[src/rtl/tt_um_taghreed_eialsalman_mux_rr_arbiter_if.sv]
// ----------------------------------------------------------------------------
// tt_um_taghreed_eialsalman_mux_rr_arbiter_if
//   Bundles the request/data and grant/output signals of the 2:1 round-robin
//   mux arbiter.
//   master : requester side (drives req_*/data_*, observes grants and output)
//   slave  : arbiter side   (observes req_*/data_*, drives grants and output)
//   Signals:
//     req_a, req_b     requester wants the datapath (data valid while high)
//     data_a, data_b   requester data, DATA_W bits
//     gnt_a, gnt_b     one-hot registered grants
//     sel              mux select, 0=A 1=B
//     out_valid        out_data holds a transferred word
//     out_data         registered mux output, DATA_W bits
// ----------------------------------------------------------------------------
interface tt_um_taghreed_eialsalman_mux_rr_arbiter_if #(
    parameter int DATA_W = 8
);
    logic              req_a;
    logic              req_b;
    logic [DATA_W-1:0] data_a;
    logic [DATA_W-1:0] data_b;
    logic              gnt_a;
    logic              gnt_b;
    logic              sel;
    logic              out_valid;
    logic [DATA_W-1:0] out_data;

    modport master (
        output req_a, req_b, data_a, data_b,
        input  gnt_a, gnt_b, sel, out_valid, out_data
    );

    modport slave (
        input  req_a, req_b, data_a, data_b,
        output gnt_a, gnt_b, sel, out_valid, out_data
    );
endinterface

[src/rtl/tt_um_taghreed_eialsalman_mux_rr_arbiter.sv]
// ----------------------------------------------------------------------------
// tt_um_taghreed_eialsalman_mux_rr_arbiter
//   Round-robin arbiter and sequencer for a shared 2:1 select datapath.
//   Two requesters compete for one registered mux output. Ties go to the side
//   that did not own the datapath last; a burst limit forces a handover after
//   MAX_BURST consecutive transfers when the other side is waiting.
//   Ports:
//     clk   in   clock, all state on rising edge
//     rst   in   synchronous reset, active-high
//     bus   slave modport of tt_um_taghreed_eialsalman_mux_rr_arbiter_if
//   Parameters:
//     DATA_W     data width of both requesters and of out_data
//     MAX_BURST  max consecutive transfers per owner while the other waits (>=1)
// ----------------------------------------------------------------------------
module tt_um_taghreed_eialsalman_mux_rr_arbiter #(
    parameter int DATA_W    = 8,
    parameter int MAX_BURST = 4
) (
    input  logic clk,
    input  logic rst,
    tt_um_taghreed_eialsalman_mux_rr_arbiter_if.slave bus
);

    localparam int CNT_W = (MAX_BURST > 1) ? $clog2(MAX_BURST) : 1;
    localparam logic [CNT_W-1:0] CNT_LAST = CNT_W'(MAX_BURST - 1);

    typedef enum logic [1:0] {
        IDLE  = 2'd0,
        OWN_A = 2'd1,
        OWN_B = 2'd2
    } state_t;

    state_t            r_state;
    state_t            w_state_nxt;
    logic [CNT_W-1:0]  r_burst_cnt;
    logic [CNT_W-1:0]  w_burst_cnt_nxt;
    logic              r_last_b;      // 1: B was the most recent owner
    logic              w_last_b_nxt;
    logic              r_sel;
    logic              w_sel_nxt;
    logic              r_out_valid;
    logic [DATA_W-1:0] r_out_data;

    logic              w_xfer_a;
    logic              w_xfer_b;

    // A transfer needs both the grant and a live request in the same cycle;
    // an owner dropping its request releases without moving data.
    assign w_xfer_a = (r_state == OWN_A) && bus.req_a;
    assign w_xfer_b = (r_state == OWN_B) && bus.req_b;

    // NOTE: every signal written here gets a default first, so no path leaves
    // it unassigned and no latch is inferred.
    always_comb begin
        w_state_nxt     = r_state;
        w_burst_cnt_nxt = r_burst_cnt;
        w_last_b_nxt    = r_last_b;
        w_sel_nxt       = r_sel;

        case (r_state)
            IDLE: begin
                if (bus.req_a && bus.req_b)
                    w_state_nxt = r_last_b ? OWN_A : OWN_B;
                else if (bus.req_a)
                    w_state_nxt = OWN_A;
                else if (bus.req_b)
                    w_state_nxt = OWN_B;
            end
            OWN_A: begin
                if (!bus.req_a)
                    w_state_nxt = bus.req_b ? OWN_B : IDLE;
                else if (r_burst_cnt == CNT_LAST) begin
                    // Burst limit: hand over only if B is actually waiting,
                    // otherwise start a fresh burst for A.
                    if (bus.req_b)
                        w_state_nxt = OWN_B;
                    else
                        w_burst_cnt_nxt = '0;
                end else
                    w_burst_cnt_nxt = r_burst_cnt + 1'b1;
            end
            OWN_B: begin
                if (!bus.req_b)
                    w_state_nxt = bus.req_a ? OWN_A : IDLE;
                else if (r_burst_cnt == CNT_LAST) begin
                    if (bus.req_a)
                        w_state_nxt = OWN_A;
                    else
                        w_burst_cnt_nxt = '0;
                end else
                    w_burst_cnt_nxt = r_burst_cnt + 1'b1;
            end
            default: w_state_nxt = IDLE;
        endcase

        // Leaving an owner state records who just left, so the next tie in
        // IDLE goes to the other side.
        if (w_state_nxt != r_state) begin
            w_burst_cnt_nxt = '0;
            if (r_state == OWN_A)
                w_last_b_nxt = 1'b0;
            else if (r_state == OWN_B)
                w_last_b_nxt = 1'b1;
        end

        // sel follows the new grant and holds through IDLE.
        if (w_state_nxt == OWN_A)
            w_sel_nxt = 1'b0;
        else if (w_state_nxt == OWN_B)
            w_sel_nxt = 1'b1;
    end

    // NOTE: sequential state uses non-blocking assignments so every register
    // samples the pre-edge values, independent of statement order.
    always_ff @(posedge clk) begin
        if (rst) begin
            r_state     <= IDLE;
            r_burst_cnt <= '0;
            r_last_b    <= 1'b1;
            r_sel       <= 1'b0;
            r_out_valid <= 1'b0;
            r_out_data  <= '0;
        end else begin
            r_state     <= w_state_nxt;
            r_burst_cnt <= w_burst_cnt_nxt;
            r_last_b    <= w_last_b_nxt;
            r_sel       <= w_sel_nxt;
            if (w_xfer_a) begin
                r_out_valid <= 1'b1;
                r_out_data  <= bus.data_a;
            end else if (w_xfer_b) begin
                r_out_valid <= 1'b1;
                r_out_data  <= bus.data_b;
            end else begin
                r_out_valid <= 1'b0;
            end
        end
    end

    // Grants decode straight from the state register, so they are one-hot
    // and change only on a clock edge.
    assign bus.gnt_a     = (r_state == OWN_A);
    assign bus.gnt_b     = (r_state == OWN_B);
    assign bus.sel       = r_sel;
    assign bus.out_valid = r_out_valid;
    assign bus.out_data  = r_out_data;

endmodule

[src/flat_wrapper.sv]
// flat-port wrapper written by rule: the top's interface ports become plain ports
module tt_um_taghreed_eialsalman_mux_rr_arbiter_flat 
#(
    parameter int DATA_W    = 8,
    parameter int MAX_BURST = 4
)
  (clk, rst, bus_req_a, bus_req_b, bus_data_a, bus_data_b, bus_gnt_a, bus_gnt_b, bus_sel, bus_out_valid, bus_out_data);
  tt_um_taghreed_eialsalman_mux_rr_arbiter_if #(.DATA_W(DATA_W)) bus_i ();
  input  logic clk;
  input  logic rst;
  input wire logic [$bits(bus_i.req_a)-1:0] bus_req_a;
  input wire logic [$bits(bus_i.req_b)-1:0] bus_req_b;
  input wire logic [$bits(bus_i.data_a)-1:0] bus_data_a;
  input wire logic [$bits(bus_i.data_b)-1:0] bus_data_b;
  output wire logic [$bits(bus_i.gnt_a)-1:0] bus_gnt_a;
  output wire logic [$bits(bus_i.gnt_b)-1:0] bus_gnt_b;
  output wire logic [$bits(bus_i.sel)-1:0] bus_sel;
  output wire logic [$bits(bus_i.out_valid)-1:0] bus_out_valid;
  output wire logic [$bits(bus_i.out_data)-1:0] bus_out_data;
  assign bus_i.req_a = bus_req_a;
  assign bus_i.req_b = bus_req_b;
  assign bus_i.data_a = bus_data_a;
  assign bus_i.data_b = bus_data_b;
  assign bus_gnt_a = bus_i.gnt_a;
  assign bus_gnt_b = bus_i.gnt_b;
  assign bus_sel = bus_i.sel;
  assign bus_out_valid = bus_i.out_valid;
  assign bus_out_data = bus_i.out_data;
  tt_um_taghreed_eialsalman_mux_rr_arbiter #(.DATA_W(DATA_W), .MAX_BURST(MAX_BURST)) u_core (.clk(clk), .rst(rst), .bus(bus_i));
endmodule
[config.mk]
export PLATFORM = sky130hd
export DESIGN_NAME = tt_um_taghreed_eialsalman_mux_rr_arbiter_flat
export DESIGN_NICKNAME = d
export VERILOG_FILES = /design/src/rtl/tt_um_taghreed_eialsalman_mux_rr_arbiter_if.sv /design/src/rtl/tt_um_taghreed_eialsalman_mux_rr_arbiter.sv /design/src/flat_wrapper.sv
export SDC_FILE = /design/constraint.sdc
export NUM_CORES = 1
export LEC_CHECK = 0
export BUFFER_PORTS_ARGS = -buffer_cell sky130_fd_sc_hd__buf_2
export CORE_ASPECT_RATIO = 1.2
export CORE_MARGIN = 2
export CORE_UTILIZATION = 47
export CTS_BUF_LIST = sky130_fd_sc_hd__clkbuf_4 sky130_fd_sc_hd__clkbuf_8 sky130_fd_sc_hd__clkbuf_16
export CTS_CLUSTER_DIAMETER = 30
export DETAILED_ROUTE_END_ITERATION = 12
export PLACE_DENSITY = 0.81
export SLEW_MARGIN = 20
export SYNTH_ARGS = -nofsm -noshare
export SYNTH_HDL_FRONTEND = slang
export SYNTH_SLANG_ARGS = --single-unit
[constraint.sdc]
create_clock -name clk -period 2.4 [get_ports clk]
set_clock_uncertainty 0.1 [all_clocks]
set_input_delay 0.36 -clock clk [delete_from_list [all_inputs] [get_ports clk]]
set_output_delay 0.36 -clock clk [all_outputs]
set_load 0.02 [all_outputs]
Word level (Yosys, flattened, before mapping)

Index checks and enable logic that the tools add are counted.

Add/sub/neg operators: 1
Eq/ne operators: 10
Mux-type cells: 25
Reductions and logical operators: 10

Operators by type and width:

| operator                                                        | count |
|---|---|
| 2-bit 2-to-1 mux                                                | 16 |
| 8-bit 2-to-1 mux                                                | 2 |
| 2-bit == test, second input constant                            | 3 |
| 3-bit inequality test, second input constant                    | 2 |
| 2-bit case mux with 3 select lines                              | 1 |
| 1-bit 2-to-1 mux                                                | 5 |
| 5-bit AND reduction                                             | 1 |
| 2-bit by 1-bit == test with 1-bit output, second input constant | 2 |
| 2-bit inequality test, second input constant                    | 2 |
| 2-bit case mux with 2 select lines                              | 1 |
| 2-bit nonzero test                                              | 2 |
| 2-bit OR reduction                                              | 2 |
| 1-bit logical AND                                               | 3 |
| 2-bit by 1-bit adder with 2-bit output, second input constant   | 1 |
| 2-bit logical NOT                                               | 1 |
| 2-bit inequality test                                           | 1 |
| 2-bit AND reduction                                             | 1 |

Flip-flop bits (word level): 15
Bits of input ports: 20
Output and inout port bits: 12
Logic and storage cells: 52

Depth between registers and ports, before layout

Gate-level depths: netlist of run 1.

Depth after elaboration: 6
Gate-level depth with buffers: 8
Depth with buffers taken out: 8

Least setup slack after synthesis of run 1

Ideal clock, no wire load.

Path type: reg2reg
Start: reg u_core.r_state[0]
End: reg u_core.r_last_b
Library setup time: 72 ps
Arrival: 1895 ps
Slack: 334 ps
Cell stages (with the launch flop): 9
Buffers on the path: 0
Period minus slack after synthesis: 2066 ps
Cell sequence: dfxtp_1 > inv_1 > ha_1 > inv_1 > a2111oi_1 > or3_1 > nand4_1 > a21boi_1 > mux2i_1

Elaborated cells on any way between the ends: 16
Classes of those cells: eq/ne: 3; mux: 10; reduce/logical: 3

RTL lines:

| element                            | RTL line                                        | source |
|---|---|---|
| from (decl)                        | tt_um_taghreed_eialsalman_mux_rr_arbiter.sv:33  | `state_t r_state;` |
| from (signal assigned)             | tt_um_taghreed_eialsalman_mux_rr_arbiter.sv:124 | `r_state <= w_state_nxt;` |
| 2-bit == test (*)                  | -                                               |  |
| via bus_gnt_b                      | flat_wrapper.sv:16                              | `output wire logic [$bits(bus_i.gnt_b)-1:0] bus_gnt_b;` |
| 2-bit case mux with 3 select lines | tt_um_taghreed_eialsalman_mux_rr_arbiter.sv:60  | `case (r_state)` |
| 2-bit inequality test              | tt_um_taghreed_eialsalman_mux_rr_arbiter.sv:98  | `if (w_state_nxt != r_state) begin` |
| 2-bit AND reduction (no line) (*)  | -                                               |  |
| to (signal assigned)               | tt_um_taghreed_eialsalman_mux_rr_arbiter.sv:126 | `r_last_b <= w_last_b_nxt;` |
| to (decl)                          | tt_um_taghreed_eialsalman_mux_rr_arbiter.sv:37  | `logic r_last_b;` |

The timed path passes the listed nets; every way through them passes the cells marked *.
A chain may end at the register's enable or synchronous reset.

Worst setup path in the final report of run 1

Start: reg u_core.r_state[0]
End: reg u_core.r_last_b

Longest elaborated chain between the ends: 6
Elaborated cells on any way between the ends: 16
Classes of those cells: eq/ne: 3; mux: 10; reduce/logical: 3

RTL lines:

| element                                    | RTL line |
|---|---|
| 2-bit 2-to-1 mux, on equally long branches | tt_um_taghreed_eialsalman_mux_rr_arbiter.sv:86, tt_um_taghreed_eialsalman_mux_rr_arbiter.sv:66, tt_um_taghreed_eialsalman_mux_rr_arbiter.sv:75 |
| 2-bit 2-to-1 mux, on equally long branches | tt_um_taghreed_eialsalman_mux_rr_arbiter.sv:85, tt_um_taghreed_eialsalman_mux_rr_arbiter.sv:64, tt_um_taghreed_eialsalman_mux_rr_arbiter.sv:72 |
| 2-bit 2-to-1 mux, on equally long branches | tt_um_taghreed_eialsalman_mux_rr_arbiter.sv:83, tt_um_taghreed_eialsalman_mux_rr_arbiter.sv:62, tt_um_taghreed_eialsalman_mux_rr_arbiter.sv:70 |
| 2-bit case mux with 3 select lines         | tt_um_taghreed_eialsalman_mux_rr_arbiter.sv:60 |
| 2-bit inequality test                      | tt_um_taghreed_eialsalman_mux_rr_arbiter.sv:98 |
| 2-bit AND reduction (no line)              | - |

Parallel ways exist; a longest one is shown, timed or not.

==> results of run 1 <==
-- through the flow --
step	utilization	std cells	total power [mW]	cell area [um2]	hold WS [ns]
after floorplan	-	110	0.4754	862.1	0.3321
after global placement	0.6131	155	0.5423	1031	0.3672
after detailed placement	0.6131	155	0.5507	1031	0.3753
after CTS	0.6310	159	0.7029	1061	0.2558
after global routing	0.6310	159	0.7463	1061	0.2412
final	0.6310	159	0.7038	1061	0.2498
-- registers in the layout (all words and copies together) (netlist names) --
name,count
u_core.bus.out_valid,1
u_core.bus.out_data,8
u_core.r_last_b,1
u_core.r_burst_cnt,2
u_core.bus.sel,1
u_core.r_state,2
-- cell usage after synthesis, types with 2 or more instances --
cell type,number
a311oi_1,8
clkbuf_1,5
nor2b_1,3
nand3_1,10
o21ai_0,4
o22ai_1,2
dfxtp_1,15
inv_1,5
or3_1,2
a21oi_1,3
nor3_1,4
mux2i_1,3
a21boi_1,2
nor2_1,14
ha_1,5
nand2_1,14
-- routing by layer --
metal / vias to the layer above / GRT usage / wire [um]
li1: 464 / - / -
met3: 9 / 0.03887 / 161
met4: 0 / 0.1111 / 69
met2: 44 / 0.3507 / 1004
met1: 441 / 0.2571 / 837
met5: - / 0 / 0
-- critical path, stage by stage (launching register included) --
cell and delay (ns):
dfxtp_1 0.36, inv_1 0.16, ha_1 0.20, inv_1 0.06, a2111oi_1 0.52, or3_1 0.20
nand4_1 0.11, a21boi_1 0.19, mux2i_1 0.20
-- worst max path at each step --
| stage | from | endpoint | slack, ns |
|---|---|---|---|
| finish | u_core.r_state[0]$_SDFF_PP0_ | u_core.r_last_b$_SDFFE_PP1P_ | 0.24 |
| global route | u_core.r_state[0]$_SDFF_PP0_ | u_core.r_last_b$_SDFFE_PP1P_ | 0.16 |
| CTS | u_core.r_state[0]$_SDFF_PP0_ | u_core.r_last_b$_SDFFE_PP1P_ | 0.29 |
| detailed placement | u_core.r_state[0]$_SDFF_PP0_ | u_core.r_last_b$_SDFFE_PP1P_ | 0.31 |
| global placement | u_core.r_state[0]$_SDFF_PP0_ | u_core.r_last_b$_SDFFE_PP1P_ | 0.43 |
| floorplan | u_core.r_state[0]$_SDFF_PP0_ | u_core.r_last_b$_SDFFE_PP1P_ | 0.33 |
-- cell families (layout without fill, tap and decap cells) --
family | after synthesis | after routing | synth area share
AO/OA/AOI/OAI | 27 | 27 | 0.2366
adder cells (fa/ha/maj) | 5 | 5 | 0.07257
buffers and inverters | 11 | 42 | 0.04935
flip-flops | 15 | 15 | 0.3483
multiplexers | 3 | 3 | 0.03483
AND/OR/NAND/NOR | 49 | 49 | 0.2584
-- layout make-up --
cell class              instances  area share
multi-input cells              84      0.4894
well taps                      18     0.02123
repair buffers                 33      0.1604
flip-flops and latches         15      0.2830
inverters                       5     0.01769
clock buffers                   4     0.02830
-- power by group through the flow --
stage	Sequential [mW]	Combinational [mW]	Clock (mW)
floorplan	0.322	0.153	0
global placement	0.299	0.243	0
detailed placement	0.300	0.251	0
CTS	0.294	0.252	0.156
global route	0.298	0.276	0.172
finish	0.294	0.252	0.157
==> results.md, run 1 <==
- In this run the most critical hold path is launched from bus_data_b[1].
- For this run, the detailed router's first-pass iteration total came to 5.
- Summing all multi-input logic gate instances after layout gives 519.2 um2.
- Synthesis inferred 15 register bits.
- For the worst setup path, the data required time is 2.52 ns.
- Summing all flip-flop and latch instances after layout gives between 300 and 400 um2.
- The DRC violations left is 0.
- The number of nets produced by synthesis is roughly 140.
- Each instance of the synthesized netlist takes up on average 7.837 um2.
- The leakage power summed over all cells is 0.4822 nW.
- The top cell types in the final layout, fill and taps aside, are buf_2 (31), dfxtp_1 (15), nand2_1 (14), nor2_1 (14), nand3_1 (10).
- The clock input transition at the sequential cells of the worst setup and hold paths is roughly 0.080 ns.
- Of the total power, combinational logic draws 0.358.
- In this run, distinct cell masters in the synthesized netlist total 27.
- Clock tree synthesis inserted a total of 3 buffers.
- The post-route antenna net violation count is 0.
- The via count of the first global-routing pass came to 878.
- The overflow left after global routing is 0.
- The internal power of the cells totals about 0.45 mW.
- The run finished with clean final reports.
- In the global route stage, overall resource usage came out at 0.2119.
- Of all cell types, the one taking the most synthesized area is dfxtp_1.
- The final max-slew violation count was 0.
- The clock latency on the worst-skew pair is slightly below 0.3 ns.
- Port buffering added 31 buffers.
- The transition time at the pin with the least slew margin is ~0.56 ns.
- Across all setup checks in the final design, the least slack found is between 0.2 and 0.25 ns.
- The chip height is between 50 and 60 um.
- Yosys attributes the largest share of cell area to dfxtp_1 (35%), a311oi_1 (8.1%), ha_1 (7.3%), nand2_1 (6.1%), nor2_1 (6.1%).
- The total negative slack is 0 ns.
- TritonCTS built the clock tree.
- The register-to-register setup slack is between 0.2 and 0.25 ns.
- The nature of the critical path endpoint is a flop.
- Setup violations remaining at the end of the flow were counted as 0.
- The critical register-to-register path startpoint is u_core.r_state[0]$_SDFF_PP0_.
- The minimum period implied by the final worst setup slack is around 2.2 ns.
- The number of antenna violations at the first check in global routing is 0.
- Post-CTS repair changed the size of 0 cells.
- Data on the critical path arrives at its endpoint at approximately 2.3 ns.
- The number of antenna diodes in the final layout is 0.
- The proportion of netlist area held by the largest area contributor is 0.3483.
- The power share of the sequential group is 0.418.
- The wire-length estimate of the detail-placed layout is roughly 1.6 mm.
- The part of the total power dissipated in the clock network is 0.223.
- The async set or reset register ratio after synthesis is 0.
- Dividing the detail-routed via count by the number of cells gives 6.025.
- The hold-critical path endpoint is u_core.bus.out_data[1]$_SDFFE_PP0P_.
- Measured against its own limit, the worst slew margin works out to 0.6232.
- For this design the total switching power over the nets is 0.2503 mW.
- For this configuration, the core starts out at a cell density of 0.5126.
- The wire length per cell is roughly 13 um.
- Post-CTS timing repair inserted 0 buffers for setup.
- Relative to the synthesized area, the layout overhead comes to 23.08%.
- The number of synthesized flops with an enable pin is 0.
- The worst setup path is launched from a flop.
- Along the worst hold path, the cell count comes to 3.
- The initialized floorplan defines 16 standard-cell rows.
- In this run the power density over the cells is roughly 660 nW/um2.
- CTS built an H-tree with a depth of 1.
- The largest net degree at the start of global routing is 19.
- The number of buffers inserted by hold repair at cts is 0.
- VDD sags by at most slightly above 400 uV.
- Setup repair after global routing left no endpoint under its margin.
- The clock root buffer master is clkbuf_4.
- Counting every sink on the clock net gives 15.
- The final route contains between 900 and 1,000 vias.
- The post-route fraction of the period consumed by the critical path is 0.8994.
- The number of maximum-capacitance violations is 0.
- The reg-to-reg endpoint is u_core.r_last_b$_SDFFE_PP1P_.
- Timing would allow up to 0.4633 GHz.
- 32 I/O pins were placed.
- Routability-driven placement finished with a final weighted congestion of about 0.96.
- In this run the worst path has a maximum fanout of 6.
- Of the synthesized area, sequential elements account for 0.3483.
- The filler cells instantiated in the layout total ~180.
- The longest clock path from root to sink contains 2 buffers.
- Leaving out fill and tap cells, the most frequent cell in the layout is buf_2.
- The total core area is 1682 um2.
- The global-route wire length before repair is between 3 and 4 mm.
- Summing every instance area after synthesis gives roughly 860 um2.
- The type of the worst setup path is flop to flop.
- The net count reported at finish is about 170.
- Of the cells placed in the final design, the portion with a size suffix greater than 1 is 0.2766.
- During synthesis, Yosys emitted a total of 0 warnings.
- The number of DRC violations after detailed-routing iteration 0 is 20.
- The worst setup slack after placement is 0.3084 ns.
- Among all flip-flop cells after synthesis, the most frequent one is dfxtp_1.
- The die span in x is 43.10 um.
- The depth of the worst register-to-register path is 8.
- The worst hold path class is primary input to flop.
- The routed design has between 2 and 2.5 mm of wire.
- After technology mapping, the gate count stands at 110.
- The number of endpoints with negative hold slack in the final report came to 0.
- The die covers between 2000 and 2500 um2.
- Of the total power, the share spent switching nets is 0.3557.
Note: power is estimated with default switching activity, not from simulation.
==> run 2: changes to the inputs <==
--- a/config.mk
+++ b/config.mk
@@ -6,7 +6,6 @@
 export NUM_CORES = 1
 export LEC_CHECK = 0
 export BUFFER_PORTS_ARGS = -buffer_cell sky130_fd_sc_hd__buf_2
-export CORE_ASPECT_RATIO = 1.2
 export CORE_MARGIN = 2
 export CORE_UTILIZATION = 47
 export CTS_BUF_LIST = sky130_fd_sc_hd__clkbuf_4 sky130_fd_sc_hd__clkbuf_8 sky130_fd_sc_hd__clkbuf_16
==> run 2 against run 1 <==
Total power grew 0.35%. Flip-flop and latch count is the same. Utilization shrank 1.3 points. Global-route usage grew 1.6 points. Largest power group unchanged. Maximum frequency shrank 1.9%. Highest routed layer unchanged.
==> results.md, run 2 (synthesis gave the netlist of run 1 again) <==
- The run finished with clean final reports.
- The number of antenna repair diodes is 0 (unchanged).
- The net count reported at finish came to 167 (unchanged).
- The worst voltage drop across the vdd grid is 323.2 uV (-21%).
- The global routing usage summed across all routing layers is 0.2275 (+0.01551).
- The kind of cell with the highest combined delay on the critical path is compound AO/OA/AOI/OAI gates.
- Setup repair after global routing left no endpoint under its margin.
- By startpoint and endpoint, the worst setup path is classified as flop to flop.
- The overflow left after global routing is 0 (unchanged).
- The total cell area at the placement stage is 1040 um2 (+0.85%).
- The non-filler instance count after layout is 166 (+4.4%).
- The register-to-register setup slack was 0.20 ns (-0.04 ns).
- The total negative slack was 0 ns (unchanged).
- The clock latency on the worst-skew pair was 0.30 ns (about the same).
- The number of DRC violations after detailed-routing iteration 0 is 14 (-30%).
- The number of buffers inserted by hold repair at cts is 0 (unchanged).
- The die span in x came to 46.83 um (+8.7%).
- The minimum period implied by the final worst setup slack is 2.199 ns (+0.04073 ns).
- The TritonCTS clock tree is done.
- The total core area is 1727 um2 (+2.7%).
- The worst stage delay on the critical path is 0.56 ns (+0.04 ns).
- The data required time at the worst endpoint came to 2.54 ns (+0.02 ns).
- The number of endpoints failing setup at the final stage is 0 (unchanged).
- STA classifies the critical path endpoint as a flop.
- On the critical path, the stage with the largest delay is an instance of a2111oi_1.
- Walking the worst path, the cells encountered are inv_1, ha_1, inv_1, a2111oi_1, or3_1, nand4_1, a21boi_1, mux2i_1.
- The final max-slew violation count is 0 (unchanged).
- The global routing usage on met1 is 0.2814 (+0.02425).
- The post-route antenna net violation count is 0 (unchanged).
- The clock root buffer master is clkbuf_4.
- In this run the critical register-to-register path is launched from u_core.r_state[0]$_SDFF_PP0_.
- The synthesis-to-layout area growth is 23.80%.
- The final cell area excluding filler cells is 1067 um2 (+0.59%).
- The DRC violations left is 0 (unchanged).
- The number of antenna violations at the first check in global routing is 0 (unchanged).
- The boundary pin count is 32 (unchanged).
- The chip height is 46.83 um (-8.0%).
- The maximum level of the CTS H-tree was 1 (unchanged).
- The achievable clock frequency is 0.4547 GHz (-1.9%).
- The wire length per cell is 13.68 um (+4.9%).
- The total vias in the final route came to 973 (+1.6%).
- The first-pass iteration count of the detailed router is 4 (-1).
- The largest fanout on the critical path is 6 (unchanged).
- The maximum clock insertion buffer count is 2 (unchanged).
- The post-CTS repair timing setup buffer count is 0 (unchanged).
- The worst register-to-register path ends at u_core.r_last_b$_SDFFE_PP1P_.
- The depth of the worst register-to-register path is 8 (unchanged).
- The routing usage on met3 was 0.04231 (+0.003438).
- The floorplan die area is 2193 um2 (about the same).
- For hold timing, the worst endpoint is u_core.bus.out_data[5]$_SDFFE_PP0P_.
- The number of buffer and inverter instances along the worst setup path is 2 (unchanged).
- The number of maximum-capacitance violations is 0 (unchanged).
- The transition time at the pin with the least slew margin is 0.6114 ns (+0.04760 ns).
- The worst hold path class is primary input to flop.
- The TritonCTS buffer count is 3 (unchanged).
- The largest net degree at the start of global routing was 19 (unchanged).
- The post-cts resize count is 0 (unchanged).
- The top cell types in the final layout, fill and taps aside, are buf_2 (31), dfxtp_1 (15), nand2_1 (14), nor2_1 (14), nand3_1 (10).
- The standard-cell row count is 15 (-1).
- The data arrival time of the worst path is 2.34 ns (+0.06 ns).
- The most numerous cell type found on the critical path is inv_1.
- After global routing, the most crowded layer is met2.
- The leakage power summed over all cells is 0.4815 nW (-0.14%).
- The final estimated routing congestion in global placement was 0.9228 (-3.7%).
- The total length of routed wires was 2.271 mm (+9.6%).
- The global-route track usage on met2 came to 0.3726 (+0.02186).
- The clock input transition at the sequential cells of the worst setup and hold paths is 0.10 ns (+0.02 ns).
- The most common cell after layout, fill and taps aside is buf_2.
- The flip-flop count of the largest register, all copies and words added is 8 (unchanged).
- The tightest hold margin is 0.2355 ns (-0.01431 ns).
- The number of sinks driven by the clock tree is 15 (unchanged).
- The total power divided by cell area was 661.8 nW/um2 (-0.24%).
- The origin of the worst min-delay path is bus_data_a[5].
- The via count of the first global-routing pass is 805 (-8.3%).
- The final core utilization was 0.6181 (-0.01284).
- The worst hold path stage count is 3 (unchanged).
- The number of endpoints with negative hold slack in the final report came to 0 (unchanged).
- The proportion of layout cells with a drive suffix above 1 was 0.2766 (unchanged).
- The post-route fraction of the period consumed by the critical path was 0.9164 (+0.01697).
- The placed instance count was 162 (+4.5%).
- The effective utilization at floorplan is 0.4993 (-0.01337).
- The average via count per standard cell was 5.861 (-2.7%).
- The number of buffer cells added on primary ports is 31 (unchanged).
- The worst setup path is launched from a flop.
- The final HPWL from detailed placement is 1.621 mm (+4.3%).
- The headroom to the max-slew limit is 0.5914 (-0.03181).
- The global-route wire length before repair came to 3.498 mm (-3.8%).
[run 2: cell count changes in the layout (fill, tap and decap cells not counted), sizes merged]
cell    change
clkbuf      -1
clkinv      +1
[run 2: final cells by class]
cell class	count	area, um2
fillers	168	659.4
multi-input cells	84	519.2
flip-flops and latches	15	300.3
repair buffers	33	170.2
well taps	25	31.28
clock buffers	3	22.52
inverters	5	18.77
clock inverters	1	5.005
[run 2: per-stage QoR]
step           setup WS [ns]  power [mW]
3_3_place_gp          0.4212      0.5422
4_1_cts               0.2440      0.7117
6_report              0.2006      0.7063
3_5_place_dp          0.3419      0.5506
2_1_floorplan         0.3339      0.4754
5_1_grt              0.05252      0.7477
[run 2: power breakdown]
part	switching, mW	internal, mW
registers	0.0181	0.277
clock network	0.0950	0.0622
logic	0.154	0.101
[run 2: worst reg2reg max path, stage by stage (launching register included)]
cell	delay, ns
dfxtp_1	0.37
inv_1	0.15
ha_1	0.19
inv_1	0.07
a2111oi_1	0.56
or3_1	0.21
nand4_1	0.11
a21boi_1	0.19
mux2i_1	0.20
[run 2: worst max-delay path by stage]
stage                                       startpoint                           end  slack [ns]  cells past startpoint
final                     u_core.r_state[0]$_SDFF_PP0_  u_core.r_last_b$_SDFFE_PP1P_        0.20                      8
after CTS                 u_core.r_state[0]$_SDFF_PP0_  u_core.r_last_b$_SDFFE_PP1P_        0.24                      8
after detailed placement  u_core.r_state[0]$_SDFF_PP0_  u_core.r_last_b$_SDFFE_PP1P_        0.34                      8
after floorplan           u_core.r_state[0]$_SDFF_PP0_  u_core.r_last_b$_SDFFE_PP1P_        0.33                      8
after global placement    u_core.r_state[0]$_SDFF_PP0_  u_core.r_last_b$_SDFFE_PP1P_        0.42                      8
after global routing      u_core.r_state[0]$_SDFF_PP0_  u_core.r_last_b$_SDFFE_PP1P_        0.05                      8
[run 2: per-layer routing]
metal	part of all wire	wire (um)	up-vias
met5	0	0	-
met4	0.024	55	0
met3	0.062	140	9
met2	0.50	1145	48
met1	0.41	930	454
li1	-	-	462
==> run 3: changes to the inputs <==
--- a/config.mk
+++ b/config.mk
@@ -5,7 +5,9 @@
 export SDC_FILE = /design/constraint.sdc
 export NUM_CORES = 1
 export LEC_CHECK = 0
+export ABC_AREA = 1
 export BUFFER_PORTS_ARGS = -buffer_cell sky130_fd_sc_hd__buf_2
+export CORE_ASPECT_RATIO = 0.9
 export CORE_MARGIN = 2
 export CORE_UTILIZATION = 47
 export CTS_BUF_LIST = sky130_fd_sc_hd__clkbuf_4 sky130_fd_sc_hd__clkbuf_8 sky130_fd_sc_hd__clkbuf_16
==> run 3 against run 2 <==
Utilization up 0.21 points. Sequential power rose by 3%. Wire length down 13%. Die area grew 1.1%. Cell area decreased by 0.23%. Global-route usage decreased by 3.7 points.
==> results.md, run 3 <==
- The worst stage delay on the critical path is 0.47 ns (-0.09 ns).
- The largest net degree at the start of global routing came to 14 (-5).
- The synthesized area is 872.1 um2 (+1.2%).
- The floorplan die area is 2217 um2 (+1.1%).
- The boundary pin count is 32 (unchanged).
- The largest fanout on the critical path is 10 (+4).
- The proportion of layout cells with a drive suffix above 1 came to 0.3333 (+0.05674).
- The total vias in the final route is 879 (-9.7%).
- The proportion of netlist area held by the largest area contributor came to 0.3443 (-0.003998).
- The data arrival time of the worst path is 2.02 ns (-0.32 ns).
- The number of buffer and inverter instances along the worst setup path is 2 (unchanged).
- The DRC violations left is 0 (unchanged).
- The number of buffers inserted by hold repair at cts came to 0 (unchanged).
- In the post-synthesis netlist, the biggest area contributors are dfxtp_1 (34%), nand2_1 (12%), nand3_1 (7.5%), nor2_1 (7.3%), ha_1 (7.2%).
- The data required time at the worst endpoint is 2.49 ns (-0.05 ns).
- The average via count per standard cell is 4.883 (-17%).
- The post-route fraction of the period consumed by the critical path is 0.8028 (-0.1136).
- The total core area is 1717 um2 (-0.58%).
- The worst hold path class is primary input to flop.
- The headroom to the max-slew limit came to 0.7896 (+0.1982).
- The library cell used most frequently in the layout, excluding fill and tap cells, is buf_2.
- The number of maximum-capacitance violations is 0 (unchanged).
- The die span in x came to 49.41 um (+5.5%).
- The flip-flop count of the largest register, all copies and words added is 8 (unchanged).
- The maximum level of the CTS H-tree was 1 (unchanged).
- In this design, the largest share of critical-path delay is due to simple AND/OR/NAND/NOR gates.
- The worst voltage drop across the vdd grid is 501.0 uV (+55%).
- The async set or reset register ratio after synthesis was 0 (unchanged).
- The biggest area contributor in the post-synthesis netlist is dfxtp_1.
- Compared with the post-synthesis result, the final layout area differs by 22.09%.
- The flip-flop and latch count after synthesis is 15 (unchanged).
- The number of endpoints with negative hold slack in the final report is 0 (unchanged).
- The global routing usage summed across all routing layers was 0.1907 (-0.03673).
- The clock root buffer master is clkbuf_4.
- The global-route wire length before repair is 3.167 mm (-9.5%).
- The tightest hold margin was 0.2275 ns (-0.007962 ns).
- The portion of the post-synthesis area used by sequential elements is 0.3443 (-0.003998).
- The total power divided by cell area is 691.0 nW/um2 (+4.4%).
- The cell occurring most often along the worst timing path is nand2_2.
- The critical path goes through inv_1, ha_1, nand2_4, inv_8, nand3_2, nand3_2, nand2_2, nand2_2, nand2_2, nand2_2, nand3_1, nand3_1.
- The total length of routed wires is 1.987 mm (-13%).
- The number of DRC violations after detailed-routing iteration 0 was 6 (-8).
- The via count of the first global-routing pass came to 740 (-8.1%).
- The number of synthesized flops with an enable pin is 0 (unchanged).
- STA classifies the critical path startpoint as a flop.
- TritonCTS built the clock tree.
- The warning count from the yosys run was 0 (unchanged).
- The net count reported at finish is 182 (+9.0%).
- The number of buffer cells added on primary ports was 31 (unchanged).
- Setup repair after global routing left no endpoint under its margin.
- The effective utilization at floorplan was 0.5080 (+0.008742).
- The achievable clock frequency is 0.5190 GHz (+14%).
- The clock input transition at the sequential cells of the worst setup and hold paths is 0.09 ns (about the same).
- The library cells used most frequently in the layout, excluding fill and tap cells, are buf_2 (31), nand2_1 (28), nor2_1 (17), dfxtp_1 (15), nand3_1 (13).
- The flow ran to the end, and the final reports show no timing, DRC or antenna violations.
- The distinct cell type count of the synthesized netlist is 21 (-22%).
- The final max-slew violation count came to 0 (unchanged).
- The post-route antenna net violation count came to 0 (unchanged).
- The total negative slack is 0 ns (unchanged).
- The transition time at the pin with the least slew margin was 0.3153 ns (-0.2961 ns).
- The most used flip-flop cell after synthesis is dfxtp_1.
- The chip height is 44.87 um (-4.2%).
- After synthesis, the most frequently instantiated cells are nand2_1 (28), nor2_1 (17), dfxtp_1 (15).
- The clock latency on the worst-skew pair is 0.30 ns (about the same).
- The master of the slowest instance on the critical path is dfxtp_1.
- The minimum period implied by the final worst setup slack came to 1.927 ns (-0.2726 ns).
- The first-pass iteration count of the detailed router was 3 (-1).
- The nature of the critical path endpoint is a flop.
- The number of antenna violations at the first check in global routing was 0 (unchanged).
- nand2_1 is the most common cell in the netlist.
- The TritonCTS buffer count is 3 (unchanged).
- The number of endpoints failing setup at the final stage is 0 (unchanged).
- The post-CTS repair timing setup buffer count is 0 (unchanged).
- The maximum clock insertion buffer count is 2 (unchanged).
- The post-cts resize count was 0 (unchanged).
- The number of sinks driven by the clock tree is 15 (unchanged).
- The number of antenna repair diodes is 0 (unchanged).
- The final HPWL from detailed placement is 1.576 mm (-2.8%).
- The critical path is of the flop to flop type.
- The overflow left after global routing is 0 (unchanged).
- The synthesized instance count was 124 (+13%).
- The final estimated routing congestion in global placement is 0.8922 (-3.3%).
- The average cell area after synthesis came to 7.033 um2 (-10%).
- The wire length per cell is 11.04 um (-19%).
- The leakage power summed over all cells was 0.5310 nW (+10%).
- The standard-cell row count is 14 (-1).
- The number of nets produced by synthesis is 149 (+10%).
[run 3: worst paths after layout]
check                                                         start                                   to  slack, ns  depth (start not counted)
worst max-delay path                   u_core.r_state[1]$_SDFF_PP0_         u_core.r_last_b$_SDFFE_PP1P_       0.47                         12
worst min-delay path                                  bus_data_a[1]  u_core.bus.out_data[1]$_SDFFE_PP0P_       0.23                          3
worst max register to register         u_core.r_state[1]$_SDFF_PP0_         u_core.r_last_b$_SDFFE_PP1P_       0.47                         12
worst min register to register  u_core.bus.out_data[1]$_SDFFE_PP0P_  u_core.bus.out_data[1]$_SDFFE_PP0P_       0.36                          2
[run 3: cells by family (layout without fill, tap and decap cells)]
logic type	Yosys count	after routing	synth area share
AND/OR/NAND/NOR	72	72	0.3902
AO/OA/AOI/OAI	17	17	0.1090
flip-flops	15	15	0.3443
buffers and inverters	15	47	0.08462
adder cells (fa/ha/maj)	5	5	0.07174
[run 3: layer usage]
metal	GRT usage	routed length (um)	vias to the layer above
met1	0.2289	931	395
met5	0	0	-
met2	0.3189	939	15
met4	0.06667	17	0
met3	0.07285	99	3
li1	-	-	466
[run 3: per-stage QoR]
stage	worst slack [ns]	power (mW)	area (um2)	util	cells
after floorplan	0.6222	0.5192	872.1	-	124
after global placement	0.5362	0.5847	1037	0.6042	176
after detailed placement	0.5193	0.5918	1037	0.6042	176
after CTS	0.4840	0.7405	1065	0.6203	180
after global routing	0.3561	0.7888	1065	0.6203	180
final	0.4732	0.7358	1065	0.6203	180
[run 3: worst register-to-register path, stage by stage (launching register included)]
cell and delay, ns:
dfxtp_1 0.47, inv_1 0.15, ha_1 0.27, nand2_4 0.18, inv_8 0.06, nand3_2 0.06
nand3_2 0.11, nand2_2 0.11, nand2_2 0.05, nand2_2 0.07, nand2_2 0.06, nand3_1 0.06
nand3_1 0.08
[run 3: layout make-up]
| class | instances | area, um2 |
|---|---|---|
| multi-input combinational | 94 | 498.0 |
| fill | 178 | 651.9 |
| inverter | 12 | 53.80 |
| clock inverter | 1 | 5.005 |
| timing repair buffer | 31 | 155.1 |
| clock buffer | 3 | 22.52 |
| sequential | 15 | 300.3 |
| tap | 24 | 30.03 |
[run 3: power breakdown]
part | internal [mW] | switching, mW | leakage, nW
clock network | 0.0622 | 0.0859 | 0.0177
registers | 0.280 | 0.0239 | 0.122
logic | 0.101 | 0.183 | 0.391
total | 0.443 | 0.293 | 0.531
